## src/rtl/soc_bus_pkg.sv

```systemverilog
// Shared definitions for the req/gnt/rvalid peripheral bus router.
//   ERR_RDATA     : read data returned with every error response
//   addr_rule_t   : inclusive address window {start_addr, end_addr}
//   onehot_to_idx : binary index of the set bit in a one-hot vector (up to 16 bits)
package soc_bus_pkg;

  localparam logic [31:0] ERR_RDATA = 32'hBADA_CCE5;

  // Address rules are held at a fixed maximum width so the package stays
  // independent of the router's AW parameter.
  localparam int unsigned MAX_AW = 64;

  typedef struct packed {
    logic [MAX_AW-1:0] start_addr;
    logic [MAX_AW-1:0] end_addr;
  } addr_rule_t;

  function automatic logic [3:0] onehot_to_idx(input logic [15:0] onehot);
    logic [3:0] idx;
    idx = '0;
    for (int unsigned k = 0; k < 16; k++) begin
      if (onehot[k]) idx = 4'(k);
    end
    return idx;
  endfunction

endpackage

```

## src/rtl/soc_periph_bus_router_rr_arbiter.sv

```systemverilog
// Combinational round-robin arbiter.
//   req        : request vector
//   ptr        : index where the priority search starts
//   gnt_onehot : one-hot winner (all zero when no request)
//   gnt_idx    : binary index of the winner (0 when no request)
module rr_arbiter
  import soc_bus_pkg::*;
#(
  parameter int unsigned N = 3,
  localparam int unsigned IW = (N > 1) ? $clog2(N) : 1
) (
  input  logic [N-1:0]  req,
  input  logic [IW-1:0] ptr,
  output logic [N-1:0]  gnt_onehot,
  output logic [IW-1:0] gnt_idx
);

  always_comb begin
    int unsigned idx;
    idx        = 0;
    gnt_onehot = '0;
    for (int unsigned k = 0; k < N; k++) begin
      idx = 32'(ptr) + k;
      if (idx >= N) idx = idx - N;
      if ((gnt_onehot == '0) && req[idx]) gnt_onehot[idx] = 1'b1;
    end
  end

  assign gnt_idx = IW'(onehot_to_idx(16'(gnt_onehot)));

endmodule

```

## src/rtl/soc_periph_bus_router.sv

```systemverilog
// N-initiator x M-target router for the req/gnt/rvalid peripheral bus.
// Per-target round-robin arbitration, an internal error responder for
// unmapped addresses, and an optional per-target response timeout.
//   clk, rst_n                : clock, asynchronous active-low reset
//   init_req_i .. init_wdata_i: initiator request side
//   init_gnt_o .. init_err_o  : initiator grant/response side
//   tgt_req_o .. tgt_wdata_o  : forwarded requests to targets
//   tgt_gnt_i .. tgt_rdata_i  : target grant/response side
module soc_periph_bus_router
  import soc_bus_pkg::*;
#(
  parameter int unsigned N_INIT  = 3,
  parameter int unsigned N_TGT   = 3,
  parameter int unsigned AW      = 32,
  parameter int unsigned DW      = 32,
  parameter logic [N_TGT*AW-1:0] START_ADDR = {32'h1A10_0000, 32'h0010_0000, 32'h0000_0000},
  parameter logic [N_TGT*AW-1:0] END_ADDR   = {32'h1A11_FFFF, 32'h001F_FFFF, 32'h000F_FFFF},
  parameter int unsigned TIMEOUT = 256
) (
  input  logic                   clk,
  input  logic                   rst_n,
  input  logic [N_INIT-1:0]      init_req_i,
  input  logic [N_INIT*AW-1:0]   init_addr_i,
  input  logic [N_INIT-1:0]      init_we_i,
  input  logic [N_INIT*DW/8-1:0] init_be_i,
  input  logic [N_INIT*DW-1:0]   init_wdata_i,
  output logic [N_INIT-1:0]      init_gnt_o,
  output logic [N_INIT-1:0]      init_rvalid_o,
  output logic [N_INIT*DW-1:0]   init_rdata_o,
  output logic [N_INIT-1:0]      init_err_o,
  output logic [N_TGT-1:0]       tgt_req_o,
  output logic [N_TGT*AW-1:0]    tgt_addr_o,
  output logic [N_TGT-1:0]       tgt_we_o,
  output logic [N_TGT*DW/8-1:0]  tgt_be_o,
  output logic [N_TGT*DW-1:0]    tgt_wdata_o,
  input  logic [N_TGT-1:0]       tgt_gnt_i,
  input  logic [N_TGT-1:0]       tgt_rvalid_i,
  input  logic [N_TGT*DW-1:0]    tgt_rdata_i
);

  localparam int unsigned IW = (N_INIT > 1) ? $clog2(N_INIT) : 1;
  localparam int unsigned TW = (N_TGT > 1) ? $clog2(N_TGT) : 1;
  localparam int unsigned CW = (TIMEOUT > 0) ? $clog2(TIMEOUT + 1) : 1;
  localparam int unsigned BW = DW / 8;
  localparam logic [DW-1:0] ERR_DW = DW'(ERR_RDATA);

  // Index N_TGT of the arbiter arrays is the error responder.
  logic [N_INIT-1:0] arb_req [N_TGT+1];
  logic [N_INIT-1:0] arb_gnt [N_TGT+1];
  logic [IW-1:0]     arb_idx [N_TGT+1];
  logic [IW-1:0]     ptr_q   [N_TGT+1];

  logic [N_INIT-1:0] pending_q;
  logic [N_TGT-1:0]  busy_q;
  logic [N_TGT-1:0]  stale_q;
  logic [IW-1:0]     owner_q [N_TGT];
  logic [CW-1:0]     timer_q [N_TGT];
  logic              err_rsp_q;
  logic [IW-1:0]     err_idx_q;

  addr_rule_t        rules   [N_TGT];
  logic [N_INIT-1:0] mapped;
  logic [TW-1:0]     tgt_sel [N_INIT];
  logic [N_INIT-1:0] elig;
  logic [N_TGT-1:0]  tgt_fire;
  logic [N_TGT-1:0]  rsp_ok;
  logic [N_TGT-1:0]  late_rsp;
  logic [N_TGT-1:0]  to_fire;
  logic              err_fire;

  function automatic logic [IW-1:0] ptr_next(input logic [IW-1:0] idx);
    return (idx == IW'(N_INIT - 1)) ? '0 : idx + 1'b1;
  endfunction

  always_comb begin
    for (int unsigned j = 0; j < N_TGT; j++) begin
      rules[j].start_addr = MAX_AW'(START_ADDR[j*AW +: AW]);
      rules[j].end_addr   = MAX_AW'(END_ADDR[j*AW +: AW]);
    end
  end

  // Scan targets from highest to lowest so the lowest matching index wins.
  always_comb begin
    logic [MAX_AW-1:0] a;
    a      = '0;
    mapped = '0;
    for (int unsigned i = 0; i < N_INIT; i++) begin
      tgt_sel[i] = '0;
      a = MAX_AW'(init_addr_i[i*AW +: AW]);
      for (int unsigned j = N_TGT; j > 0; j--) begin
        if ((a >= rules[j-1].start_addr) && (a <= rules[j-1].end_addr)) begin
          mapped[i]  = 1'b1;
          tgt_sel[i] = TW'(j - 1);
        end
      end
    end
  end

  // Gating with rst_n keeps every request-derived output at zero in reset.
  assign elig = init_req_i & ~pending_q & {N_INIT{rst_n}};

  // busy_q also covers the response-cycle case: a request to a target that
  // is returning its response this cycle naturally waits one cycle.
  always_comb begin
    for (int unsigned j = 0; j <= N_TGT; j++) arb_req[j] = '0;
    for (int unsigned i = 0; i < N_INIT; i++) begin
      for (int unsigned j = 0; j < N_TGT; j++) begin
        arb_req[j][i] = elig[i] && mapped[i] && (tgt_sel[i] == TW'(j)) && !busy_q[j];
      end
      arb_req[N_TGT][i] = elig[i] && !mapped[i];
    end
  end

  for (genvar g = 0; g <= N_TGT; g++) begin : g_arb
    rr_arbiter #(.N(N_INIT)) u_arb (
      .req       (arb_req[g]),
      .ptr       (ptr_q[g]),
      .gnt_onehot(arb_gnt[g]),
      .gnt_idx   (arb_idx[g])
    );
  end

  always_comb begin
    int unsigned w;
    w           = 0;
    tgt_req_o   = '0;
    tgt_addr_o  = '0;
    tgt_we_o    = '0;
    tgt_be_o    = '0;
    tgt_wdata_o = '0;
    for (int unsigned j = 0; j < N_TGT; j++) begin
      if (arb_gnt[j] != '0) begin
        w = 32'(arb_idx[j]);
        tgt_req_o[j]             = 1'b1;
        tgt_addr_o[j*AW +: AW]   = init_addr_i[w*AW +: AW];
        tgt_we_o[j]              = init_we_i[w];
        tgt_be_o[j*BW +: BW]     = init_be_i[w*BW +: BW];
        tgt_wdata_o[j*DW +: DW]  = init_wdata_i[w*DW +: DW];
      end
    end
  end

  assign tgt_fire = tgt_req_o & tgt_gnt_i;
  assign err_fire = (arb_gnt[N_TGT] != '0);

  always_comb begin
    init_gnt_o = arb_gnt[N_TGT];
    for (int unsigned j = 0; j < N_TGT; j++) begin
      if (tgt_fire[j]) init_gnt_o = init_gnt_o | arb_gnt[j];
    end
  end

  always_comb begin
    for (int unsigned j = 0; j < N_TGT; j++) begin
      rsp_ok[j]   = tgt_rvalid_i[j] && busy_q[j] && !stale_q[j];
      late_rsp[j] = tgt_rvalid_i[j] && busy_q[j] && stale_q[j];
      to_fire[j]  = (TIMEOUT != 0) && busy_q[j] && !stale_q[j] && !tgt_rvalid_i[j] &&
                    (timer_q[j] == CW'(TIMEOUT));
    end
  end

  // Each initiator has at most one transaction in flight, so at most one
  // source below can address a given initiator in any cycle.
  always_comb begin
    int unsigned w;
    w             = 0;
    init_rvalid_o = '0;
    init_err_o    = '0;
    init_rdata_o  = '0;
    for (int unsigned j = 0; j < N_TGT; j++) begin
      w = 32'(owner_q[j]);
      if (rsp_ok[j]) begin
        init_rvalid_o[w]          = 1'b1;
        init_rdata_o[w*DW +: DW]  = tgt_rdata_i[j*DW +: DW];
      end else if (to_fire[j]) begin
        init_rvalid_o[w]          = 1'b1;
        init_err_o[w]             = 1'b1;
        init_rdata_o[w*DW +: DW]  = ERR_DW;
      end
    end
    if (err_rsp_q) begin
      w = 32'(err_idx_q);
      init_rvalid_o[w]          = 1'b1;
      init_err_o[w]             = 1'b1;
      init_rdata_o[w*DW +: DW]  = ERR_DW;
    end
  end

  always_ff @(posedge clk or negedge rst_n) begin
    if (!rst_n) begin
      pending_q <= '0;
      busy_q    <= '0;
      stale_q   <= '0;
      err_rsp_q <= 1'b0;
      err_idx_q <= '0;
      for (int unsigned j = 0; j <= N_TGT; j++) ptr_q[j] <= '0;
      for (int unsigned j = 0; j < N_TGT; j++) begin
        owner_q[j] <= '0;
        timer_q[j] <= '0;
      end
    end else begin
      for (int unsigned i = 0; i < N_INIT; i++) begin
        if (init_gnt_o[i])         pending_q[i] <= 1'b1;
        else if (init_rvalid_o[i]) pending_q[i] <= 1'b0;
      end
      // timer_q counts cycles since the grant, so it equals TIMEOUT exactly
      // TIMEOUT cycles later, then holds there until the late response.
      for (int unsigned j = 0; j < N_TGT; j++) begin
        if (tgt_fire[j]) begin
          busy_q[j]  <= 1'b1;
          owner_q[j] <= arb_idx[j];
          ptr_q[j]   <= ptr_next(arb_idx[j]);
          timer_q[j] <= CW'(1);
        end else if (rsp_ok[j] || late_rsp[j]) begin
          busy_q[j]  <= 1'b0;
          stale_q[j] <= 1'b0;
          timer_q[j] <= '0;
        end else if (to_fire[j]) begin
          stale_q[j] <= 1'b1;
        end else if ((TIMEOUT != 0) && busy_q[j] && !stale_q[j] &&
                     (timer_q[j] != CW'(TIMEOUT))) begin
          timer_q[j] <= timer_q[j] + 1'b1;
        end
      end
      err_rsp_q <= err_fire;
      err_idx_q <= arb_idx[N_TGT];
      if (err_fire) ptr_q[N_TGT] <= ptr_next(arb_idx[N_TGT]);
    end
  end

endmodule

```

## config.mk

```make
export PLATFORM = sky130hd
export DESIGN_NAME = soc_periph_bus_router
export DESIGN_NICKNAME = d
export VERILOG_FILES = /design/src/rtl/soc_bus_pkg.sv /design/src/rtl/soc_periph_bus_router_rr_arbiter.sv /design/src/rtl/soc_periph_bus_router.sv
export SDC_FILE = /design/constraint.sdc
export NUM_CORES = 1
export LEC_CHECK = 0
export CORE_AREA = 2 2 246 248
export DETAILED_ROUTE_END_ITERATION = 8
export DIE_AREA = 0 0 248 250
export PLACE_DENSITY = 0.56
export SETUP_SLACK_MARGIN = 0.5
export SYNTH_ARGS = -nofsm -noshare
export SYNTH_HDL_FRONTEND = slang
export SYNTH_SLANG_ARGS = --single-unit
```

## constraint.sdc

```tcl
create_clock -name clk -period 4.7 [get_ports clk]
set_input_delay 0.705 -clock clk [delete_from_list [all_inputs] [get_ports clk]]
set_output_delay 0.705 -clock clk [all_outputs]
set_load 0.005 [all_outputs]
```

==> summary.md <==
| Metric | Value |
|---|---|
| CTS tree | `built` |
| Logic pwr share | `0.844` |
| Switching share of power | `0.4906` |
| Syn_area_per_cell | `about 6.0 um^2` |
| Post-synth EDFFs | `0` |
| Ports | `between 600 and 700` |
| Largest net degree at the start of global routing | `58` |
| H-tree levels | `2` |
| Vias per cell | `5.811` |
| Critical path endpoint category | `output port` |
| Dpl hpwl | `81830 um` |
| Internal | `3335 uW` |
| Drt pass-1 iters | `7` |
| Largest family of logic cells by synthesized area | `compound AO/OA/AOI/OAI gates` |
| Max Buffers Root-to-Sink | `2` |
| Most frequent cells in the layout | `386 x nand2_1, 367 x clkdlybuf4s50_1, 357 x buf_4` |
| Vias in the first global route | `23100` |
| Placed insts | `~3800` |
| Status | `complete, but fails checks` |
| PortBufs | `628` |
| Final RePlAce weighted congestion | `1.080` |
| Slew Viols, Final | `0` |
| Starting DRC count in detailed routing | `2185` |
| Clock group share of total power | `0.058` |
| Worst slew pin tran | `966.8 ps` |
| Mapped Cells | `2240` |
| Hold WS | `552.0 ps` |
| Hold crit path type | `flop to flop` |
| Remaining global-route overflow | `0` |
| Simple-gate share of the synthesized area | `0.2951` |
| First-pass GRT wire length | `160700 um` |
| Final setup violation count | `between 150 and 200` |
| Critical Path RT | `3990 ps` |
| Chip width | `248 um` |
| Fillers | `5559` |
| Hold Vio Cnt, Final | `0` |
| Synth Area in Compound Gates | `0.4248` |
| Failing checks | `negative setup slack` |
| Sequential Area | `approximately 1300 um^2` |
| Antenna violations before repair | `22` |
| Register area share after synthesis | `0.09325` |
| Tmin final | `5094 ps` |
| Total length of routed wires | `~120000 um` |
| Setup TNS | `-24430 ps` |
| Tot Pwr | `6548 uW` |
| Total Routing Usage GR | `0.3500` |
| Yosys cell types | `between 80 and 90` |
| Root Driver | `clkbuf_16` |
| Worst-Skew Late Latency | `300 ps` |
| Via count | `roughly 24000` |
| Fin Clk Skew | `between 10 and 15 ps` |
| Initial Utilization | `0.2252` |
| FP Rows | `90` |
| Crit Reg-Reg Startpoint | `ptr_q[6]` |
| Reg power frac | `0.098` |
| DIE HEIGHT | `about 250 um` |
| Hold path start | `owner_q[5]` |
| P_sw | `approximately 3200 uW` |
| Syn. warnings | `0` |
| Post-synth net total | `2591` |
| Worst Path Max Fanout | `3` |
| Final ANT Viol Nets | `0` |
| Fin cells | `slightly above 4000` |
| Critical path origin | `init_addr_i[26]` |
| Worst setup SP type | `input port` |
| Post-synth top flop | `dfrtp_1` |
| Synth Cell Area | `about 13000 um^2` |
| Relative slew slack | `0.3535` |
| Max-Cap Viols | `0` |
| # clock sinks | `50` |
| Die area | `about 62000 um^2` |
| Layout cells sized above 1 | `0.4268` |
| Post-route design area | `30690 um^2` |
| Commonest non-fill, non-tap cell in the layout | `nand2_1` |
| Mux contribution to synthesized area | `0.06574` |
| WL/cell | `roughly 28 um` |
| Fin crit share | `1.084` |
| Unrepaired setup endpoints after global routing | `yes` |
| Fmax | `196.3 MHz` |
| Area share of fa/ha/maj cells after synthesis | `0.03450` |
| Pleak | `between 0.01 and 0.015 uW` |
| TritonCTS Buffers | `5` |
| R2R depth | `20` |
| Worst-path clk slew | `about 70 ps` |
| Seq cells post-synth | `50` |
| Footprint of the multi-input gates | `between 10000 and 15000 um^2` |
| Area share of xor/xnor cells in the synthesized design | `0.01567` |
| Maximum VDD drop | `0.2792 mV` |
| Worst Hold Depth | `1` |
| Final worst slack | `-394.2 ps` |
| Area post-placement | `23230 um^2` |
| Worst setup path class | `input port to output port` |
| Async S/R FF share, synth | `1.000` |
| Data arrival time of the critical path | `4390 ps` |
| Layout area overhead | `128.7%` |
| PwrDens | `between 200 and 250 nW/um^2` |
| Residual DRC | `0` |
| Core footprint | `roughly 60000 um^2` |
| Final #Nets | `3710` |
## what timing repair did
item                       4_1_cts  5_1_grt
resized for setup             1564      509
gates cloned                    45        8
hold endpoints to repair         0        0
setup buffers                  190       92
setup endpoints to repair      289      307
hold buffers                     0        0
pin swaps                      154      245
## per-layer routing
layer | up-vias | wire [um] | track usage
met5 | - | 146 | 0
met4 | 24 | 10830 | 0.2424
met3 | 473 | 10730 | 0.07108
met2 | 1635 | 54610 | 0.5924
met1 | 11520 | 41610 | 0.3902
li1 | 10470 | - | -
## synth_stat cells (9+ instances only)
master	n	area, um^2
and2_1	15	93.84
nand4_1	22	137.6
inv_1	39	146.4
a22oi_1	47	352.8
dfrtp_1	50	1251
o21ai_0	238	1191
xor2_1	18	157.7
nor2_1	167	626.9
a31oi_1	76	475.5
buf_1	15	56.30
o21a_1	66	495.5
clkbuf_1	161	604.3
nor4b_1	9	78.83
and3_1	86	538.0
nand2_1	418	1569
nand3_1	29	145.1
nor4_1	16	100.1
a21oi_1	301	1506
buf_2	25	125.1
nor3_1	15	75.07
mux2_2	72	810.8
a22o_1	42	367.9
ha_1	37	462.9
a21o_1	25	187.7
o21ai_1	84	420.4
## flip-flops by register name (all words and copies together) (netlist names)
signal,count
err_rsp_q,1
busy_q,3
pending_q,3
stale_q,3
ptr_q,5
timer_q,27
err_idx_q,2
owner_q,6
## area by class of cell
| class | count | area share |
|---|---|---|
| multi-input cells | 1949 | 0.4613 |
| repair buffers | 1314 | 0.4553 |
| flip-flops and latches | 50 | 0.04089 |
| well taps | 782 | 0.03188 |
| inverters | 39 | 0.004893 |
| clock buffers | 5 | 0.004077 |
| clock inverters | 3 | 0.0009377 |
| diodes | 9 | 0.0007339 |
## logic make-up (layout without fill, tap and decap cells)
family,Yosys count,in the layout
AOI/OAI and AO/OA,957,958
xor gates and xnor gates,24,24
adders and majority gates,37,37
buffers and inverters,242,1361
DFF,50,50
muxes,79,79
other,0,9
and+or+nand+nor,851,851
## worst paths after layout
kind                       slack [ps]        endpoint
min reg2reg                       550      owner_q[5]
max reg2reg                       740     timer_q[19]
min                               550      owner_q[5]
min in group asynchronous         640     timer_q[21]
max in group asynchronous        3580      owner_q[2]
max                              -390  tgt_addr_o[87]
## worst max-delay path: stages
cell,delay [ps]
buf_8,110
or4_4,570
or4_4,600
buf_6,150
buf_6,110
or4_4,500
o311ai_4,110
a21oi_4,80
buf_6,130
buf_6,120
buf_12,120
buf_16,120
buf_6,110
buf_6,110
buf_6,110
o21a_1,160
a31oi_1,160
o21ai_2,80
buf_6,130
buf_6,100
## power groups by stage
stage,sequential (uW),combinational (uW),clock (uW)
6_report,641,5530,379
5_1_grt,652,5790,406
4_1_cts,638,4910,393
3_5_place_dp,645,4680,0
3_3_place_gp,640,4680,0
2_1_floorplan,604,1710,0
## per-stage QoR
step | setup WS (ps) | utilization
4_1_cts | -402.3 | 0.4646
5_1_grt | -418.5 | 0.5150
6_report | -394.2 | 0.5152
2_1_floorplan | 331.0 | -
3_3_place_gp | -1321 | 0.3900
3_5_place_dp | -1335 | 0.3900
(Power assumes the default switching activity.)
